File: src/rtl/pipeline_skid_buffer.sv
// Two-entry skid buffer between pipeline stages: every output comes straight from a
// flop, so s_ready and m_valid never depend combinationally on the opposite handshake.
//
// state | meaning
// EMPTY | nothing buffered, m_valid=0, s_ready=1
// BUSY  | one beat in main, m_valid=1, s_ready=1
// FULL  | main plus an overflow beat in skid, m_valid=1, s_ready=0
module pipeline_skid_buffer #(
  parameter int WIDTH = 8
) (
  input  logic             clk,
  input  logic             reset,
  input  logic             flush,
  input  logic             s_valid,
  output logic             s_ready,
  input  logic [WIDTH-1:0] s_data,
  output logic             m_valid,
  input  logic             m_ready,
  output logic [WIDTH-1:0] m_data,
  output logic [1:0]       count
);

  typedef enum logic [1:0] {
    EMPTY = 2'd0,
    BUSY  = 2'd1,
    FULL  = 2'd2
  } state_t;

  state_t           state;
  logic [WIDTH-1:0] main_q;
  logic [WIDTH-1:0] skid_q;
  logic             s_acc;
  logic             m_acc;

  assign s_acc  = s_valid & s_ready;
  assign m_acc  = m_valid & m_ready;
  assign m_data = main_q;

  always_ff @(posedge clk or negedge reset) begin
    if (!reset) begin
      state   <= EMPTY;
      main_q  <= '0;
      skid_q  <= '0;
      m_valid <= 1'b0;
      s_ready <= 1'b0;
      count   <= 2'd0;
    end else if (flush) begin
      // data registers are left alone; their contents are meaningless once EMPTY
      state   <= EMPTY;
      m_valid <= 1'b0;
      s_ready <= 1'b1;
      count   <= 2'd0;
    end else begin
      case (state)
        EMPTY: begin
          s_ready <= 1'b1;
          if (s_acc) begin
            main_q  <= s_data;
            state   <= BUSY;
            m_valid <= 1'b1;
            count   <= 2'd1;
          end
        end
        BUSY: begin
          if (s_acc && !m_acc) begin
            skid_q  <= s_data;
            state   <= FULL;
            s_ready <= 1'b0;
            count   <= 2'd2;
          end else if (s_acc && m_acc) begin
            main_q <= s_data;
          end else if (!s_acc && m_acc) begin
            state   <= EMPTY;
            m_valid <= 1'b0;
            count   <= 2'd0;
          end
        end
        FULL: begin
          // s side is ignored here: s_ready is already low
          if (m_acc) begin
            main_q  <= skid_q;
            state   <= BUSY;
            s_ready <= 1'b1;
            count   <= 2'd1;
          end
        end
        default: begin
          state   <= EMPTY;
          m_valid <= 1'b0;
          s_ready <= 1'b1;
          count   <= 2'd0;
        end
      endcase
    end
  end

endmodule

File: config.mk
export PLATFORM = sky130hd
export DESIGN_NAME = pipeline_skid_buffer
export DESIGN_NICKNAME = d
export VERILOG_FILES = /design/src/rtl/pipeline_skid_buffer.sv
export SDC_FILE = /design/constraint.sdc
export NUM_CORES = 1
export LEC_CHECK = 0
export BUFFER_PORTS_ARGS = -buffer_cell sky130_fd_sc_hd__buf_2
export CAP_MARGIN = 20
export CORE_UTILIZATION = 50
export CTS_CLUSTER_SIZE = 8
export DETAILED_ROUTE_END_ITERATION = 12
export PLACE_DENSITY = 0.76
export RECOVER_POWER = 50
export SYNTH_ARGS = -nofsm -noshare
export SYNTH_HDL_FRONTEND = slang
export SYNTH_SLANG_ARGS = --single-unit
File: constraint.sdc
create_clock -name clk -period 2.3 [get_ports clk]
set_input_delay 0 -clock clk [delete_from_list [all_inputs] [get_ports clk]]
set_output_delay 0 -clock clk [all_outputs]
set_load 0.02 [all_outputs]
==> summary.txt <==
Clocking
  – Clock-pin slew on the worst setup and hold paths: 0.10 ns
  – Clock Tree Buf Depth: 2
  – Clk_lat worst skew: 0.29 ns
  – Setup Buffers After CTS: 0
  – Clock tree root driver cell: clkbuf_4
  – CTS tree: done
  – TritonCTS sink count: 20
  – Htree depth: 1
  – TritonCTS buffer count: 3
  – CTS resizes: 0

Yosys
  – Synth Area in Compound Gates: 0.0866
  – Post-Syn Area: 997 sq um
  – Largest family of logic cells by synthesized area: multiplexers
  – Count of different cell masters after synthesis: 23
  – Post-synth top flop: dfrtp_1
  – Ys async rst share: 1.00
  – Synth Instances: 70
  – Post-synthesis adder-cell area fraction: 0
  – Fraction of the mapped netlist area in simple logic gates: 0.103
  – Synth Warn #: 0
  – XOR/XNOR Fraction of Synth Area: 0
  – Mux share of post-synthesis cell area: 0.271
  – Flops & latches, synth: 20
  – Syn_area_per_cell: 14.2 sq um
  – Post-synth EDFFs: 0
  – Mapped Nets: 83
  – Seq/Total Area, Yosys: 0.502

STA
  – RSZ-0062 raised after global routing: no
  – Final Slew Violations: 0
  – Tmin final: 1.77 ns
  – Sum Neg Setup Slack: 0 ns
  – Final Hold Fails: 0
  – Worst slew pin tran: 1.06 ns
  – Final WS setup: 0.532 ns
  – Final setup viols: 0
  – Achievable Freq: 0.566 GHz
  – Final worst path period share: 0.769
  – Final hold slack: 0.0652 ns
  – Relative slew slack: 0.293
  – Worst Skew: 0.00970 ns

Min path
  – HP Start: m_ready
  – Hold WC Path Type: in -> reg

Worst setup path
  – Arr. time, crit path: 1.95 ns
  – Worst Setup SP: state[1]
  – Worst reg2reg path startpoint: state[1]
  – Crit path kind: reg -> reg
  – Critical Path Start Type: register
  – Critical Path RT: 2.48 ns
  – CP Max Fanout: 9
  – Crit path capture type: register

Outcome
  – Status: finished, final reports clean

Route
  – Routed wire length: 1800 um
  – Routed vias: 693
  – Routed Antenna Nets: 0
  – Initial DRC Count: 10
  – DR pass1 iterations: 4
  – DRC viols: 0
  – Routed wire length per instance: 13.7 um
  – Vias per inst: 5.29

Placed design
  – DP HPWL: 1250 um
  – Placer Congestion: 0.880
  – Dpl cells: 117
  – DP Area: 1130 sq um
  – IO buf count: 24
  – DP Worst Slack: 0.515 ns

Floorplanning
  – Initial Util: 0.553
  – Die footprint: 2180 sq um
  – Die Y: 46.7 um
  – Core area: 1800 sq um
  – # rows: 15
  – Die width: 46.7 um
  – I/O pin total: 25

Finish
  – Utilization after layout: 0.696
  – Commonest non-fill, non-tap cell in the layout: mux2_2
  – Fillers: 148
  – Layout area overhead: 25.7%
  – Final instance area: 1250 sq um
  – Final #Nets: 120
  – Antenna cells: 0
  – Ratio of cells with drive above 1 in the final layout: 0.462
  – Post-Layout Cell Count: 131
  – Most frequent cells in the layout: 23 x mux2_2, 20 x dfrtp_1, 17 x buf_2, 10 x dlygate4sd3_1, 7 x clkbuf_1

Global route
  – First-pass GRT wire length: 2790 um
  – Number of global-route vias before repair: 669
  – Largest net degree at the start of global routing: 21
  – Initial antenna violation count: 0
  – Gr ovfl total: 0
  – Total Routing Usage GR: 0.184

Job
  – Max-Cap Viols: 0

Power
  – Pwr dens: 845 nW/um^2
  – Worst VDD drop: 0.000555 V
  – Total Power: 1.06 mW
  – Leak Pwr: 0.582 nW
critical path, stage by stage, from the launching register on:
cell and delay (ns):
dfrtp_1 0.49, nand3b_4 0.22, nand4bb_1 0.52, mux2_2 0.44
sequential cells by signal (all words and copies together), names as in the netlist:
signal   count
skid_q       8
m_valid      1
s_ready      1
state        2
m_data       8
logic make-up after synthesis:
logic type / Yosys count
compound gates: 10
mux: 24
simple gates: 11
buf+inv: 5
flops: 20
final timing paths:
path                                   to  slack [ns]  cells past startpoint
min in group asynchronous        state[0]        0.41                      2
worst min register to register  skid_q[5]        0.52                      1
worst max register to register  skid_q[3]        0.53                      3
worst min-delay path              m_valid        0.07                      3
max in group asynchronous       skid_q[0]        1.25                      2
worst max-delay path            skid_q[3]        0.53                      3
cell type report:
cell class / count / area (sq um) / area share
clock buffer: 4 / 36.3 / 0.0289
inverter: 2 / 7.51 / 0.00599
multi-input combinational: 45 / 459 / 0.366
sequential: 20 / 500 / 0.399
tap: 25 / 31.3 / 0.0250
timing repair buffer: 35 / 219 / 0.175
cell usage after synthesis, types with 2 or more instances:
master / instances / area (sq um)
o21ai_0: 3 / 15.0
a21o_1: 2 / 15.0
nor2b_1: 2 / 12.5
mux2_2: 23 / 259
inv_1: 2 / 7.51
nand2_1: 2 / 7.51
dfrtp_1: 20 / 500
metal layers:
metal  vias up  GRT usage  part of all wire
met1       341      0.224              0.45
met5         -          0                 0
li1        328          -                 -
met2        22      0.311              0.51
met3         2     0.0392             0.032
met4         0     0.0800            0.0056
timing repair:
item,in CTS,in global routing
setup endpoints to repair,0,0
hold buffers,10,0
hold endpoints to repair,31,0
power breakdown:
| part | internal [mW] | switching, mW |
|---|---|---|
| Sequential | 0.466 | 0.0693 |
| Clock | 0.0964 | 0.0986 |
| Combinational | 0.166 | 0.164 |
| Total | 0.728 | 0.331 |
Note: power is estimated with default switching activity, not from simulation.
